==> src/rtl/clock_pkg.sv <==
// Shared types and constants for the clock/alarm blocks.
package clock_pkg;

    typedef enum logic [1:0] {
        IDLE,
        RING,
        SNOOZE,
        DONE
    } ring_state_t;

    localparam int unsigned NDAYS = 7;
    localparam logic [NDAYS-1:0] WEEKDAY_MASK = 7'b0011111;

    // Index 7 is not a real day and never qualifies.
    function automatic logic day_enabled(input logic [NDAYS-1:0] mask, input logic [2:0] day);
        logic [7:0] m;
        m = {1'b0, mask};
        return m[day];
    endfunction

endpackage

==> src/rtl/alarm_ring_ctrl_edge_rise.sv <==
// One-bit rising-edge detector; the history register's reset value is a parameter.
module edge_rise #(
    parameter logic RST_VAL = 1'b0
) (
    input  logic clk,
    input  logic rst,
    input  logic d,
    output logic rise
);

    logic q;

    always_ff @(posedge clk) begin
        if (!rst) begin
            q <= RST_VAL;
        end else begin
            q <= d;
        end
    end

    assign rise = d & ~q;

endmodule

==> src/rtl/alarm_ring_ctrl.sv <==
// Alarm ringing controller: gated trigger, beeping burst, snooze, dismiss and timeout.
module alarm_ring_ctrl
    import clock_pkg::*;
#(
    parameter int unsigned      RING_S   = 60,
    parameter int unsigned      SNOOZE_S = 540,
    parameter int unsigned      MAX_SNZ  = 3,
    parameter logic [NDAYS-1:0] DAY_MASK = WEEKDAY_MASK
) (
    input  logic       clk,
    input  logic       rst,
    input  logic       sec_tick,
    input  logic       match,
    input  logic       alarm_on,
    input  logic [2:0] day,
    input  logic       snooze,
    input  logic       dismiss,
    output logic       buzz,
    output logic       ringing,
    output logic [1:0] snz_left
);

    localparam int unsigned TMR_MAX = (RING_S > SNOOZE_S) ? RING_S : SNOOZE_S;
    localparam int unsigned TW      = $clog2(TMR_MAX + 1);
    localparam logic [TW-1:0] RING_LAST = TW'(RING_S - 1);
    localparam logic [TW-1:0] SNZ_LAST  = TW'(SNOOZE_S - 1);
    localparam logic [1:0]    SNZ_INIT  = 2'(MAX_SNZ);

    ring_state_t   state, state_n;
    logic [TW-1:0] tmr, tmr_n;
    logic          phase, phase_n;
    logic [1:0]    snz_n;
    logic          match_rise, snooze_rise, dismiss_rise;

    // History registers reset high so a level already present at release is not an edge.
    edge_rise #(.RST_VAL(1'b1)) u_match_edge (
        .clk(clk), .rst(rst), .d(match), .rise(match_rise)
    );
    edge_rise #(.RST_VAL(1'b1)) u_snooze_edge (
        .clk(clk), .rst(rst), .d(snooze), .rise(snooze_rise)
    );
    edge_rise #(.RST_VAL(1'b1)) u_dismiss_edge (
        .clk(clk), .rst(rst), .d(dismiss), .rise(dismiss_rise)
    );

    always_ff @(posedge clk) begin
        if (!rst) begin
            state    <= IDLE;
            tmr      <= '0;
            phase    <= 1'b0;
            snz_left <= SNZ_INIT;
            buzz     <= 1'b0;
            ringing  <= 1'b0;
        end else begin
            state    <= state_n;
            tmr      <= tmr_n;
            phase    <= phase_n;
            snz_left <= snz_n;
            buzz     <= (state_n == RING) & phase_n;
            ringing  <= (state_n == RING);
        end
    end

    // Button checks precede the tick branch, so an acting button swallows a coincident tick.
    always_comb begin
        state_n = state;
        tmr_n   = tmr;
        phase_n = phase;
        snz_n   = snz_left;
        if (!alarm_on) begin
            state_n = IDLE;
            tmr_n   = '0;
            phase_n = 1'b0;
            snz_n   = SNZ_INIT;
        end else begin
            unique case (state)
                IDLE: begin
                    if (match_rise && day_enabled(DAY_MASK, day)) begin
                        state_n = RING;
                        tmr_n   = '0;
                        phase_n = 1'b1;
                        snz_n   = SNZ_INIT;
                    end
                end
                RING: begin
                    if (dismiss_rise) begin
                        state_n = DONE;
                        tmr_n   = '0;
                    end else if (snooze_rise && snz_left != 2'd0) begin
                        state_n = SNOOZE;
                        tmr_n   = '0;
                        snz_n   = snz_left - 2'd1;
                    end else if (sec_tick) begin
                        if (tmr == RING_LAST) begin
                            tmr_n = '0;
                            if (snz_left != 2'd0) begin
                                state_n = SNOOZE;
                                snz_n   = snz_left - 2'd1;
                            end else begin
                                state_n = DONE;
                            end
                        end else begin
                            tmr_n   = tmr + 1'b1;
                            phase_n = ~phase;
                        end
                    end
                end
                SNOOZE: begin
                    if (dismiss_rise) begin
                        state_n = DONE;
                        tmr_n   = '0;
                    end else if (sec_tick) begin
                        if (tmr == SNZ_LAST) begin
                            state_n = RING;
                            tmr_n   = '0;
                            phase_n = 1'b1;
                        end else begin
                            tmr_n = tmr + 1'b1;
                        end
                    end
                end
                DONE: begin
                    if (!match) begin
                        state_n = IDLE;
                    end
                end
                default: state_n = IDLE;
            endcase
        end
    end

endmodule

==> config.mk <==
export PLATFORM = sky130hd
export DESIGN_NAME = alarm_ring_ctrl
export DESIGN_NICKNAME = d
export VERILOG_FILES = /design/src/rtl/clock_pkg.sv /design/src/rtl/alarm_ring_ctrl_edge_rise.sv /design/src/rtl/alarm_ring_ctrl.sv
export SDC_FILE = /design/constraint.sdc
export NUM_CORES = 1
export LEC_CHECK = 0
export ABC_AREA = 1
export BUFFER_PORTS_ARGS = -buffer_cell sky130_fd_sc_hd__buf_4
export CAP_MARGIN = 25
export CORE_MARGIN = 2
export CORE_UTILIZATION = 48
export CTS_CLUSTER_SIZE = 10
export DETAILED_ROUTE_END_ITERATION = 12
export PLACE_DENSITY = 0.68
export SLEW_MARGIN = 20
export SYNTH_ARGS = -nofsm -noshare
export SYNTH_HDL_FRONTEND = slang
export SYNTH_SLANG_ARGS = --single-unit
==> constraint.sdc <==
create_clock -name clk -period 1.85 [get_ports clk]
set_clock_uncertainty 0.2 [all_clocks]
set_input_delay 0.37 -clock clk [delete_from_list [all_inputs] [get_ports clk]]
set_output_delay 0.37 -clock clk [all_outputs]
set_load 0.1 [all_outputs]
==> metrics <==
Placement Setup Slack -31.1 ps; grt total ovfl 0; internal reg-to-reg setup slack 50 ps; worst-path maximum fanout 7; syn_nets 206; Slew @ Worst Pin 360 ps; Starting Density 49.9%; Root Buffer clkbuf_4; R2R Path End tmr[2]; Worst setup SP type register; Antenna diodes 0; sequential cell area fraction in the yosys report 29.6%; core area 2710 sq um; CTS Buf Count 3; outcome finished clean; DRT antenna net count 0; Inst Count DP 239; 1st-pass router iterations 4; RSZ-0062 raised after global routing true; post-route cell area 1770 sq um; Max clock buf depth 2; final-report setup violation count 0; Max-slew headroom 75.9%; Worst EP required 1880 ps; CTS tree done; routed vias 1331; Metal-1 WL 1480 microns; final net count 237; hold crit path type in2reg; Worst-path clk slew 120 ps; Met2 Routed Length 1610 microns; area of the mapped netlist 1350 sq um; initial DRC count 51; Rows 19; gpl congestion 0.881; met3 wire len 116 microns; input/output buffers 13; Cells after Synth 189; R2R depth 11; total die area 3260 sq um; Power Density 565 nW/um^2; Setup WS post-layout 52.2 ps; max-cap viol count 0; Worst Path Arrival 1830 ps; Avg Cell Area, Syn 7.15 sq um; Hold Fails Final Rpt 0; hold path cells 3; first-pass GRT wire length 5160 microns; die width 57.1 microns; final worst-path cycle share 97.2%; post-synth cell types 31; Syn. warnings 0; drt drc 0; flops & latches, synth 20; H-Tree Depth 1; static leakage 0.000753 uW; f_max 0.556 GHz; Crit Reg-Reg Startpoint tmr[1]; leading cell type in the layout, fill and taps excluded nand2_1; Slew Viols, Final 0; initial antenna violation count 0; Critical Path Sink tmr[2]; final period demand of the worst path 1800 ps; Crit. End Element register; layout cells sized above 1 39.7%; most frequent cells in the layout nand2_1 (40), buf_4 (25), inv_1 (20); worst-skew pair later-pin latency 320 ps; IO Pins 14; largest net degree at the start of global routing 13; vias in the first global route 1244; peak supply drop 0.000432 V; Layout area overhead 30.9%; non-filler cells, final 250; Worst Setup Path Type reg2reg; DR vias/cell 5.32; Avg WL per Cell 13.1 microns; Top Metal Used met4; Clock Sinks 20; Die Height 57.1 microns; WL final 3270 microns; All-Layer GR Usage 19.9%; Crit. Startpoint tmr[1]; DP Area 1550 sq um; DPL Wire Length 2300 microns; total power draw 1000 uW
==> metrics by stage <==
step                utilization [%]  setup TNS, ps  hold WS (ps)
floorplan                         -          -28.6           239
global placement               57.3              0           281
detailed placement             57.3          -31.1           298
CTS                            60.4              0          38.7
global route                   65.3           -231          42.5
finish                         65.3              0          52.5
==> layer usage <==
layer	track usage [%]	vias to the layer above
li1	-	665
met1	25.3	623
met2	33.7	36
met3	2.27	7
met4	9.30	0
met5	0	-
==> how the worst min path moves through the flow <==
stage | to | from | slack, ps
2_1_floorplan | u_snooze_edge.q | rst | 240
3_3_place_gp | tmr[1] | tmr[1] | 280
3_5_place_dp | tmr[1] | tmr[1] | 300
4_1_cts | u_match_edge.q | match | 40
5_1_grt | u_match_edge.q | match | 40
6_report | u_match_edge.q | match | 50
==> flip-flops by register name, summed over array words and instances (netlist names) <==
name / cells
phase: 1
u_snooze_edge.q: 1
buzz: 1
u_match_edge.q: 1
state: 2
ringing: 1
u_dismiss_edge.q: 1
tmr: 10
snz_left: 2
==> synth_stat cells, drive strengths merged <==
cell | instances | area, sq um
a21o | 1 | 7.51
a21oi | 11 | 70.1
dfxtp | 20 | 400
ha | 7 | 87.6
xor2 | 2 | 17.5
nor3 | 2 | 10.0
inv | 29 | 109
nor2 | 27 | 154
clkinv | 2 | 7.51
o21ai | 10 | 53.8
o211ai | 2 | 15.0
o31ai | 1 | 7.51
buf | 1 | 11.3
and3 | 1 | 6.26
nand3 | 13 | 82.6
o22ai | 1 | 6.26
nand4 | 4 | 31.3
nand3b | 2 | 27.5
nand2 | 53 | 246
==> worst max-delay path, cell delays in order, from the launching register on <==
cell and delay, ps:
dfxtp_4 390, ha_4 150, nand2_4 60, nor2_4 210, buf_6 130, nand3_4 90
nand2_4 110, a21oi_4 60, nand2_2 80, nand2_4 70, nand2_8 100, nor2_2 50
==> area by class of cell <==
class / count / area (sq um)
Tap cell: 31 / 38.8
Sequential cell: 20 / 418
Clock buffer: 3 / 22.5
Fill cell: 242 / 941
Clock inverter: 1 / 30.0
Inverter: 31 / 121
Multi-Input combinational cell: 138 / 940
Timing Repair Buffer: 26 / 199
==> cell families (layout without fill, tap and decap cells) <==
group	after synthesis	after routing	synth area share [%]
buffers and inverters	32	61	9.44
adders and majority gates	7	7	6.48
and+or+nand+nor	102	103	41.3
xor gates and xnor gates	2	2	1.30
DFF	20	20	29.6
AOI/OAI and AO/OA	26	26	11.9
==> timing repair <==
| item | CTS | global route |
|---|---|---|
| resized for setup | 0 | 28 |
| setup buffers | 4 | 2 |
| pin swaps | 1 | 9 |
| cloned | 0 | 1 |
| setup endpoints to repair | 2 | 16 |
| hold buffers | 0 | 0 |
| endpoints found under the hold margin | 0 | 0 |
==> report_power, final <==
group	leakage [uW]	total (uW)	internal (uW)	switching [uW]
clock network	0.0000279	368	219	149
logic	0.000561	191	73.3	117
registers	0.000165	441	435	6.43
total	0.000753	1000	728	273
(Power assumes the default switching activity.)
